==> src/rtl/ram_bist.sv <==
// March BIST sequencer for a single-port synchronous RAM: W0, R0/W1 ascending, R1 descending.
// Reports pass/fail, the first failing address/data and a saturating mismatch count.
module ram_bist #(
    parameter int ADDR_W = 8,
    parameter int DATA_W = 8,
    parameter int CNT_W  = 8
) (
    input  logic              clk,
    input  logic              rst,
    input  logic              start,
    input  logic              abort,
    input  logic [DATA_W-1:0] pattern,
    output logic [DATA_W-1:0] ram_din,
    output logic [ADDR_W-1:0] ram_addr,
    output logic              ram_we,
    input  logic [DATA_W-1:0] ram_dout,
    output logic              busy,
    output logic              done,
    output logic              pass,
    output logic [ADDR_W-1:0] fail_addr,
    output logic [DATA_W-1:0] fail_data,
    output logic [CNT_W-1:0]  err_count,
    output logic [2:0]        fsm_state
);

    // Control protocol: start is a request taken only in IDLE (no back-pressure);
    // done is a one-cycle completion pulse, pass is valid from done until the next start.
    typedef enum logic [2:0] {
        IDLE  = 3'd0,
        W0    = 3'd1,
        R0    = 3'd2,
        W1    = 3'd3,
        R1    = 3'd4,
        FLUSH = 3'd5,
        DONE  = 3'd6
    } state_t;

    localparam logic [ADDR_W-1:0] ADDR_MAX = {ADDR_W{1'b1}};
    localparam logic [CNT_W-1:0]  CNT_MAX  = {CNT_W{1'b1}};

    state_t            state, state_next;
    logic [ADDR_W-1:0] a, a_next;
    logic [DATA_W-1:0] p, p_next;
    logic [CNT_W-1:0]  err_next;
    logic [ADDR_W-1:0] faddr_next, cmp_addr;
    logic [DATA_W-1:0] fdata_next, cmp_data;
    logic              pass_next, cmp_en;

    assign fsm_state = state;

    always_comb begin
        state_next = state;
        a_next     = a;
        p_next     = p;
        err_next   = err_count;
        faddr_next = fail_addr;
        fdata_next = fail_data;
        pass_next  = pass;
        cmp_en     = 1'b0;
        cmp_data   = ~p;
        cmp_addr   = a;

        case (state)
            IDLE: begin
                if (start) begin
                    p_next     = pattern;
                    err_next   = '0;
                    faddr_next = '0;
                    fdata_next = '0;
                    pass_next  = 1'b0;
                    a_next     = '0;
                    state_next = W0;
                end
            end
            W0: begin
                if (a == ADDR_MAX) begin
                    a_next     = '0;
                    state_next = R0;
                end else begin
                    a_next = a + ADDR_W'(1);
                end
            end
            R0: state_next = W1;
            W1: begin
                // RAM holds dout during the write, so this is the R0 read of address a.
                cmp_en   = 1'b1;
                cmp_data = p;
                if (a == ADDR_MAX) begin
                    state_next = R1;
                end else begin
                    a_next     = a + ADDR_W'(1);
                    state_next = R0;
                end
            end
            R1: begin
                // Data arriving now belongs to the read issued one address higher.
                cmp_en   = (a != ADDR_MAX);
                cmp_addr = a + ADDR_W'(1);
                if (a == '0) begin
                    state_next = FLUSH;
                end else begin
                    a_next = a - ADDR_W'(1);
                end
            end
            FLUSH: begin
                cmp_en     = 1'b1;
                state_next = DONE;
            end
            DONE:    state_next = IDLE;
            default: state_next = IDLE;
        endcase

        if (cmp_en && (ram_dout != cmp_data)) begin
            if (err_count != CNT_MAX) begin
                err_next = err_count + CNT_W'(1);
            end
            if (err_count == '0) begin
                faddr_next = cmp_addr;
                fdata_next = ram_dout;
            end
        end

        if (state == FLUSH) begin
            pass_next = (err_next == '0);
        end

        if (abort && (state != IDLE)) begin
            state_next = IDLE;
            a_next     = a;
            err_next   = err_count;
            faddr_next = fail_addr;
            fdata_next = fail_data;
            pass_next  = pass;
        end
    end

    // Outputs are registered from the next-state values so they line up with the state.
    always_ff @(posedge clk or negedge rst) begin
        if (!rst) begin
            state     <= IDLE;
            a         <= '0;
            p         <= '0;
            err_count <= '0;
            fail_addr <= '0;
            fail_data <= '0;
            pass      <= 1'b0;
            done      <= 1'b0;
            busy      <= 1'b0;
            ram_we    <= 1'b0;
            ram_addr  <= '0;
            ram_din   <= '0;
        end else begin
            state     <= state_next;
            a         <= a_next;
            p         <= p_next;
            err_count <= err_next;
            fail_addr <= faddr_next;
            fail_data <= fdata_next;
            pass      <= pass_next;
            done      <= (state_next == DONE);
            busy      <= (state_next == W0) || (state_next == R0) || (state_next == W1) ||
                         (state_next == R1) || (state_next == FLUSH);
            ram_we    <= (state_next == W0) || (state_next == W1);
            ram_addr  <= a_next;
            ram_din   <= (state_next == W1) ? ~p_next : p_next;
        end
    end

endmodule

==> config.mk <==
export PLATFORM = sky130hd
export DESIGN_NAME = ram_bist
export DESIGN_NICKNAME = d
export VERILOG_FILES = /design/src/rtl/ram_bist.sv
export SDC_FILE = /design/constraint.sdc
export NUM_CORES = 1
export LEC_CHECK = 0
export ABC_AREA = 1
export CORE_MARGIN = 5
export CORE_UTILIZATION = 27
export CTS_CLUSTER_SIZE = 30
export DETAILED_ROUTE_END_ITERATION = 8
export SKIP_LAST_GASP = 1
export SYNTH_ARGS = -nofsm -noshare
export SYNTH_HDL_FRONTEND = slang
export SYNTH_SLANG_ARGS = --single-unit
==> constraint.sdc <==
create_clock -name clk -period 2.1 [get_ports clk]
set_clock_uncertainty 0.15 [all_clocks]
set_input_delay 0.525 -clock clk [delete_from_list [all_inputs] [get_ports clk]]
set_output_delay 0.525 -clock clk [all_outputs]
set_load 0.01 [all_outputs]
After elaboration in Yosys (flattened, before gate mapping)

Index checks and enable logic that the tools add are counted.

Add/sub/neg operators: 3
Equal/unequal tests: 18
Muxes and demuxes: 32
Bitwise logic cells: 3
Reductions and logical operators: 18

Operators by type and width:

| cell                  | number |
|---|---|
| $mux W8               | 21 |
| $pmux W8 S4           | 1 |
| $logic_not A8 Y1      | 3 |
| $pmux W3 S6           | 1 |
| $add A8 B1 Y8 const B | 2 |
| $ne A8 B8 Y1 const B  | 2 |
| $not A8 Y8            | 2 |
| $eq A3 B3 Y1 const B  | 5 |
| $mux W3               | 5 |
| $eq A3 B2 Y1 const B  | 4 |
| $eq A8 B8 Y1 const B  | 1 |
| $ne A8 B8 Y1          | 1 |
| $sub A8 B1 Y8 const B | 1 |
| $eq A3 B1 Y1 const B  | 2 |
| $ne A2 B2 Y1 const B  | 3 |
| $logic_or A1 B1 Y1    | 5 |
| $reduce_and A5 Y1     | 1 |
| $reduce_bool A2 Y1    | 2 |
| $reduce_bool A4 Y1    | 1 |
| $logic_not A3 Y1      | 1 |
| $mux W1               | 3 |
| $reduce_and A3 Y1     | 1 |
| $reduce_bool A3 Y1    | 1 |
| $logic_and A1 B1 Y1   | 2 |
| other kinds (3)       | 3 |

Bits in registers: 55
Input port bits: 20
Output and inout port bits: 47
Logic and storage cells: 85

Longest topological paths before layout

Gate-level depths: netlist (run 1).

Depth in word-level cells: 9
Gate-level depth with buffers: 15
Gate-level depth less buffers: 14

Least setup slack after synthesis (run 1)

No wires, ideal clock.

Path type: register to register
Start point: register a[0]
End point: register pass
Data arrival time: 1,697 ps
Required time: 1,884 ps
Path slack: 187 ps
Cell stages (with the launch flop): 16
Cells stage by stage: dfrtp_1 ha_1 nand2_1 nor2_2 nand2_2 nand2_1 nand2_2 nand3_4 buf_8 nand2_1 nand2_1 nor2_1 nand2_1 nor2_1 nand2_1 nand2_1

Cells in the longest elaborated chain, start to end: 6

RTL lines:

| what                   | RTL line | source |
|---|---|---|
| start, declared        | 42       | `logic [ADDR_W-1:0] a, a_next;` |
| start signal, assigned | 154      | `a <= a_next;` |
| $ne A8 B8 Y1           | 97       | `cmp_en = (a != ADDR_MAX);` |
| $pmux W1 S2            | 63       | `case (state)` |
| $logic_and A1 B1 Y1    | 113      | `if (cmp_en && (ram_dout != cmp_data)) begin` |
| $mux W8                | 113      |  |
| $logic_not A8 Y1       | 124      | `pass_next = (err_next == '0);` |
| $mux W1                | 123      | `if (state == FLUSH) begin` |
| end signal, assigned   | 159      | `pass <= pass_next;` |
| end, declared          | 19       | `output logic pass,` |

Every way passes these cells.
A chain may end at the register's enable or synchronous reset.

Worst setup path after layout (run 1)

Start point: register state[2], in the netlist fsm_state[2]
End point: output fsm_state[2]

RTL lines:

| what                   | RTL line | source |
|---|---|---|
| start, declared        | 41       | `state_t state, state_next;` |
| start signal, assigned | 153      | `state <= state_next;` |
| end, declared          | 23       | `output logic [2:0] fsm_state` |

No word-level cell between the ends.

==> results.txt, run 1 <==
The run finished with clean final reports. The number of nets in the final layout is 620. The maximum clock rate came out at 494 MHz. The number of H-tree branching levels came out at 2. Of all nets on the critical path, the largest fanout is 5. The portion of total power attributed to sequential cells came out at between 30% and 40%. The commonest register cell after synthesis is dfrtp_1. The count of unresolved DRC violations after routing is 0. The internal portion of the total power is approximately 2.9 mW. At the worst endpoint, the required time is around 1.4 ns. The initialized floorplan defines 41 standard-cell rows. The static power due to leakage is about 2.3 nW. In this run the power spent charging and discharging nets is 1.76 mW. The boundary pin count came out at 67. The post-synth net total is between 500 and 600.

The number of different library cells used by synthesis comes to 37. The detailed-route vias per instance is between 4 and 5. The proportion of layout cells with a drive suffix above 1 is 21.2%.

The weighted congestion reported at the end of routability-driven placement is about 0.88. TritonCTS built the clock tree. The overall routing resource usage is 13.7%.

The clock share of power came out at between 10% and 20%. The number of clock sinks came out at 55. The placeable core region came out at approximately 13000 um2. The post-synthesis average cell area is 7.28 um2.

The die covers between 15000 and 20000 um2. The first global-routing pass estimated approximately 17000 um of wire. The switching part of the total power came out at 38.1%. At the placement stage, the worst setup path has a slack of -0.434 ns.

The setup slack after layout is approximately 0.074 ns. The final wirelength is slightly above 10000 um. The number of antenna violations at the first check in global routing is 0.

STA classifies the critical path endpoint as a primary output. The detailed router finished its first iteration with 222 violations. The average wire length per cell after detail routing is approximately 13 um.

The synthesized instance count is between 400 and 500. The initial core utilization is 27.5%. STA classifies the critical path startpoint as a flop. The clock edge transition at the registers on the reported setup and hold paths is roughly 0.070 ns. The measured slew at the worst slew-check pin came out at approximately 0.50 ns.

The worst-case IR drop observed on VDD is 0.546 mV. The relative max-transition margin came out at about two thirds. Fill cells in the final layout number roughly 1.3k.

The part of the Yosys area used for sequential elements came out at 39.6%. The die width is between 100 and 150 um. The die boundary height is roughly 120 um.

Global routing finished with a remaining overflow of 0. The hold violation total from the final report came out at 0. The number of input and output port buffers inserted came out at between 60 and 70.

Clock latency on the worst-skew pair, taken at its later pin, is 0.29 ns. The length of the first detailed-routing pass in iterations is 4. The worst endpoint data arrival time came out at around 1.4 ns.

The CTS buffer count came out at 5. The relative contribution of combinational cells to total power came out at 46.2%. The register bit count reported by yosys came out at 55. The final period demand of the worst path came out at 2.03 ns. The async set or reset register ratio after synthesis came out at 100%. The via count of the routed design is between 3k and 4k.

The post-route total power came out at approximately 4.6 mW. The count of flip-flops with a built-in enable after synthesis came out at 0. The end-of-flow core utilization came out at between 30% and 40%.

The largest buffer count on any clock path is 2. The final number of max-transition violations is 0. The number of global-route vias before repair came out at 3441. The detailed placer's ending HPWL came out at between 7000 and 8000 um.

The post-synth design cell area is roughly 3500 um2. The count of yosys warnings during synthesis came out at 0. The final number of setup-violating endpoints is 0. The remaining antenna violation count came out at 0. The synthesis-to-finish area growth is 44.4%.

The count of inserted antenna diode cells came out at 0. The path class of the tightest hold or removal check is input pin to async pin. The max capacitance violation total came out at 0. For this design the ratio of total power to cell area is between 900 and 1000 nW/um2. In this run the clock root is driven by a clkbuf_16. In the finished design, the share of the clock period the worst path needs comes to roughly 96%. The critical path is of the flop to primary output type. Entering global routing, the biggest net connects 37 pins.
## state kept, by name (all words and copies together), names as in the netlist
name and cells:
a 8, busy 1, done 1, err_count 8
fail_addr 8, fail_data 8, fsm_state 3, p 8
pass 1, ram_din 8, ram_we 1
## cells by family after synthesis
family	Yosys count	share of synthesized area (%)
compound gates	92	14.2
xor+xnor	21	5.30
fa+ha+maj	6	2.16
buf+inv	75	9.15
flops	55	39.6
mux	1	0.288
simple gates	227	29.3
## metrics by stage
| step | area (um2) | hold slack (ns) | std cells | TNS [ns] |
|---|---|---|---|---|
| floorplan | 3470 | 0.0794 | 477 | 0 |
| global placement | 4640 | 0.358 | 742 | -8.95 |
| detailed placement | 4640 | 0.373 | 742 | -9.78 |
| CTS | 4810 | 0.0538 | 754 | 0 |
| global route | 5010 | 0.0791 | 767 | -0.0550 |
| finish | 5010 | 0.0388 | 767 | 0 |
## path summary, 6_finish.rpt
check	to	cells after the start	from	slack [ns]
max	fsm_state[2]	2	fsm_state[2]	0.07
min	a[5]	1	rst	0.04
max reg2reg	ram_din[6]	10	fsm_state[2]	0.13
min reg2reg	pass	2	pass	0.42
max in group asynchronous	p[5]	2	rst	1.20
min in group clk	pass	2	pass	0.42
## placed cells by master (no fill, tap or decap), types with 4 or more instances in the layout
| cell type | netlist | final |
|---|---|---|
| nand2_1 | 106 | 100 |
| clkdlybuf4s50_1 | 0 | 56 |
| dfrtp_1 | 55 | 51 |
| buf_4 | 1 | 51 |
| inv_1 | 49 | 49 |
| nor2_1 | 55 | 47 |
| o21ai_0 | 46 | 42 |
| nand3_1 | 31 | 30 |
| a21oi_1 | 30 | 28 |
| xor2_1 | 14 | 14 |
| nand2_2 | 6 | 10 |
| inv_2 | 8 | 9 |
| o21ai_1 | 5 | 9 |
| nor2_2 | 2 | 7 |
| or2_2 | 6 | 6 |
| nand4_1 | 6 | 6 |
| xnor2_1 | 7 | 6 |
| dlygate4sd2_1 | 0 | 6 |
| nor2_4 | 2 | 5 |
| ha_1 | 6 | 5 |
| clkbuf_16 | 0 | 5 |
| buf_12 | 0 | 5 |
| o21ai_2 | 4 | 4 |
| o211ai_1 | 4 | 4 |
| dfrtp_2 | 0 | 4 |
| buf_6 | 1 | 4 |
## worst max-delay path, stage by stage (launching register included)
cell             delay, ns
dfrtp_2               0.41
buf_4                 0.12
clkdlybuf4s50_1       0.52
## timing repair
item | in CTS | in global routing
pin swaps | 3 | 21
hold buffers | 0 | 0
setup endpoints to repair | 18 | 32
cloned | 1 | 0
gates resized for setup | 12 | 38
buffers inserted | 3 | 13
## per-layer routing
metal	wire (um)	global-route usage, %
met1	4540	18.7
met2	4950	22.4
met3	546	2.84
met4	165	3.46
met5	0	0
## area by class of cell
type | instances | area [um2] | area share, %
repair inverters | 1 | 3.75 | 0.0749
repair buffers | 126 | 1180 | 23.5
flip-flops and latches | 55 | 1380 | 27.5
inverters | 58 | 223 | 4.44
multi-input cells | 347 | 1870 | 37.3
well taps | 172 | 215 | 4.29
clock buffers | 6 | 129 | 2.57
clock inverters | 2 | 12.5 | 0.250
## power by group through the flow
| stage | sequential (mW) | combinational (mW) | clock [mW] |
|---|---|---|---|
| 2_1_floorplan | 1.71 | 0.984 | 0 |
| 3_3_place_gp | 1.65 | 2.03 | 0 |
| 3_5_place_dp | 1.66 | 2.07 | 0 |
| 4_1_cts | 1.64 | 2.09 | 0.856 |
| 5_1_grt | 1.70 | 2.40 | 0.894 |
| 6_report | 1.65 | 2.13 | 0.827 |
## cells in the mapped netlist (2+ instances only)
cell type	n	area share (%)
nand4_1	6	1.1
o21ai_0	46	6.6
clkbuf_1	4	0.43
inv_2	8	0.86
or2_2	6	1.1
nor2_2	2	0.36
ha_1	6	2.2
o21ai_2	4	1.0
o211ai_1	4	0.86
inv_1	49	5.3
nand2_2	6	1.1
a21oi_1	30	4.3
xor2_1	14	3.5
o21ai_1	5	0.72
nand2_1	106	11
or2_0	3	0.54
dfrtp_1	55	40
o32ai_1	2	0.50
nand3_1	31	4.5
nand3_2	2	0.58
nor2_4	2	0.65
nor2_1	55	5.9
nor4_1	2	0.36
buf_2	9	1.3
nor3_1	2	0.29
xnor2_1	7	1.8
Note: power is estimated with default switching activity, not from simulation.
==> inputs of run 2 (changes only) <==
--- a/config.mk
+++ b/config.mk
@@ -6,6 +6,8 @@
 export NUM_CORES = 1
 export LEC_CHECK = 0
 export ABC_AREA = 1
+export ABC_CLOCK_PERIOD_IN_PS = 2100
+export CORE_ASPECT_RATIO = 1.5
 export CORE_MARGIN = 5
 export CORE_UTILIZATION = 27
 export CTS_CLUSTER_SIZE = 30
==> run 2 against run 1 <==
Net effect:
- die area up 0.30%
- non-clock buffer count down 1
- worst hold slack better by 0.023 ns
- sequential share of layout area up 0.23 points
- cell area down 0.92%
- highest routed layer unchanged
==> results.txt, run 2 (synthesis gave the netlist of run 1 again) <==
The flow ran to the end, and the final reports show no timing, DRC or antenna violations. The count of inserted antenna diode cells is 0. Buffers placed on the I/O ports in this run total 66. The hold violation total from the final report is 0.

Buffers inserted during clock tree synthesis total 5. The max capacitance violation total is 0. The post-layout instance count excluding filler cells is ~750. Counting every sink on the clock net gives between 50 and 60. The row count came out at 50. The combined buffer and inverter count along the critical path came out at 2. The post-route total power came out at ~4.7 mW. The final route contains about 3.6k vias. Leaving out fill and tap cells, the most frequent cell in the layout is nand2_1.

The final number of setup-violating endpoints is 0. The end-of-flow core utilization is 39.5%. The detailed router finished its first iteration with 146 violations. The measured slew at the worst slew-check pin is ~0.4 ns.

After detailed routing, the number of remaining DRC violations is 0. The required time at the worst-slack endpoint is ~1.4 ns. CTS placed an instance of clkbuf_16 at the clock tree root. In this run the remaining antenna-violating nets after routing total 0.

The endpoint class of the critical path is a primary output. The proportion of layout cells with a drive suffix above 1 is around 20%. The final layout contains ~620 nets.

The worst endpoint data arrival time came out at roughly 1.4 ns. TritonCTS built the clock tree. The power per standard cell area is 948 nW/um2. The area of the die is around 15000 um2. The congestion estimate from routability-driven global placement came to ~0.9. In the final layout, the multi-input gates occupy approximately 1800 um2. Once the floorplan was initialized, standard cells occupied around 28% of the core. In this run the count of I/O pins placed on the die edge is 67.

Setup repair after global routing could not meet its margin everywhere. The number of placed instances with taps included is ~730. Walking the worst path, the cells encountered are buf_4 -> clkdlybuf4s50_1. The number of antenna violations at the first check in global routing came to 0. The relative max-transition margin is 73.2%. The setup TNS is 0 ns. The highest fanout seen on the critical path is 4. The final period demand of the worst path came out at roughly 2.1 ns. The placeable core region is between 10000 and 15000 um2. Final hold analysis gives a worst-case slack of about 0.061 ns. The library cells used most frequently in the layout, excluding fill and tap cells, are nand2_1 (103), clkdlybuf4s50_1 (57), dfrtp_1 (52), buf_4 (52), nor2_1 (50). Entering global routing, the biggest net connects 56 pins.

The final wirelength came out at 10700 um. The average wire length per cell after detail routing is between 10 and 15 um. The kind of path behind the tightest hold check is input pin to async pin.

The largest buffer count on any clock path came out at 2. The clock edge transition at the registers on the reported setup and hold paths is around 0.070 ns. The final clock period utilization by the worst path came out at 98.0%.

For this run, the total global-route usage over all layers was measured as around 14%. STA classifies the critical path startpoint as a flop. The static power due to leakage is approximately 2.3 nW. The global-route wire length before repair came out at between 15000 and 20000 um. The clock latency of the later-clocked register in the worst-skew pair is ~0.30 ns.

For this run, the detailed router's first-pass iteration total came to 4. The number of global-route vias before repair is around 3.5k. The detailed-route vias per instance came out at 4.79.

The synthesis-to-finish area growth is 43.0%. The fill cell instance count of the final layout is roughly 1.3k. The global-route congestion overflow total is 0. The final number of max-transition violations came out at 0. The worst vdd rail ir drop is 0.567 mV.

The number of H-tree branching levels is 2. Measured along the y axis, the die boundary spans approximately 150 um. On the critical path, the stage with the largest delay is an instance of clkdlybuf4s50_1. The die is 103 um wide.

On the worst path, the slowest cell contributes a delay of about 0.53 ns. Summed over all nets, the half-perimeter wirelength after detailed placement is between 8000 and 9000 um. In this run, post-CTS hold repair placed 0 buffers. The cell class contributing the biggest share of worst-path delay is buffers and inverters. Based on the critical path, the design can be clocked at up to 486 MHz. The sequential cell area in the final layout came out at between 1000 and 1500 um2. The critical path is of the flop to primary output type.
-- run 2: cell type report --
| type | instances | share of cell area, % |
|---|---|---|
| multi-input cells | 347 | 37.1 |
| flip-flops and latches | 55 | 27.8 |
| repair buffers | 125 | 23.5 |
| inverters | 58 | 4.53 |
| well taps | 156 | 3.93 |
| clock buffers | 6 | 2.80 |
| clock inverters | 2 | 0.353 |
-- run 2: per-stage QoR --
stage | worst slack (ns) | instance area (um2)
3_5_place_dp | -0.484 | 4680
3_3_place_gp | -0.477 | 4680
5_1_grt | -0.0531 | 4970
4_1_cts | 0.00804 | 4830
2_1_floorplan | 0.187 | 3470
6_report | 0.0421 | 4970
-- run 2: worst paths after layout --
| kind | cells past startpoint | to | from | slack, ns |
|---|---|---|---|---|
| worst max-delay path | 2 | fsm_state[2] | fsm_state[2] | 0.04 |
| max in group asynchronous | 2 | fsm_state[1] | rst | 1.47 |
| worst min register to register | 2 | pass | pass | 0.40 |
| min in group clk | 2 | pass | pass | 0.40 |
| worst min-delay path | 2 | ram_din[1] | rst | 0.06 |
| worst max register to register | 11 | fail_data[6] | fsm_state[2] | 0.08 |
-- run 2: where the power goes --
part           switching [mW]  internal [mW]
registers               0.279           1.38
clock network           0.428          0.485
logic                    1.11           1.02
total                    1.82           2.89
-- run 2: repair_timing --
action                                 4_1_cts  5_1_grt
pin swaps                                    2        4
setup endpoints to repair                   21       40
endpoints found under the hold margin        0        0
resized for setup                            9       26
setup buffers                                1        5
gates cloned                                 0        1
-- run 2: routing by layer --
layer | GRT usage (%) | part of all wire [%]
met1 | 15.1 | 37
met3 | 2.06 | 3.7
met5 | 0 | 0
met2 | 27.2 | 56
met4 | 5.12 | 2.9
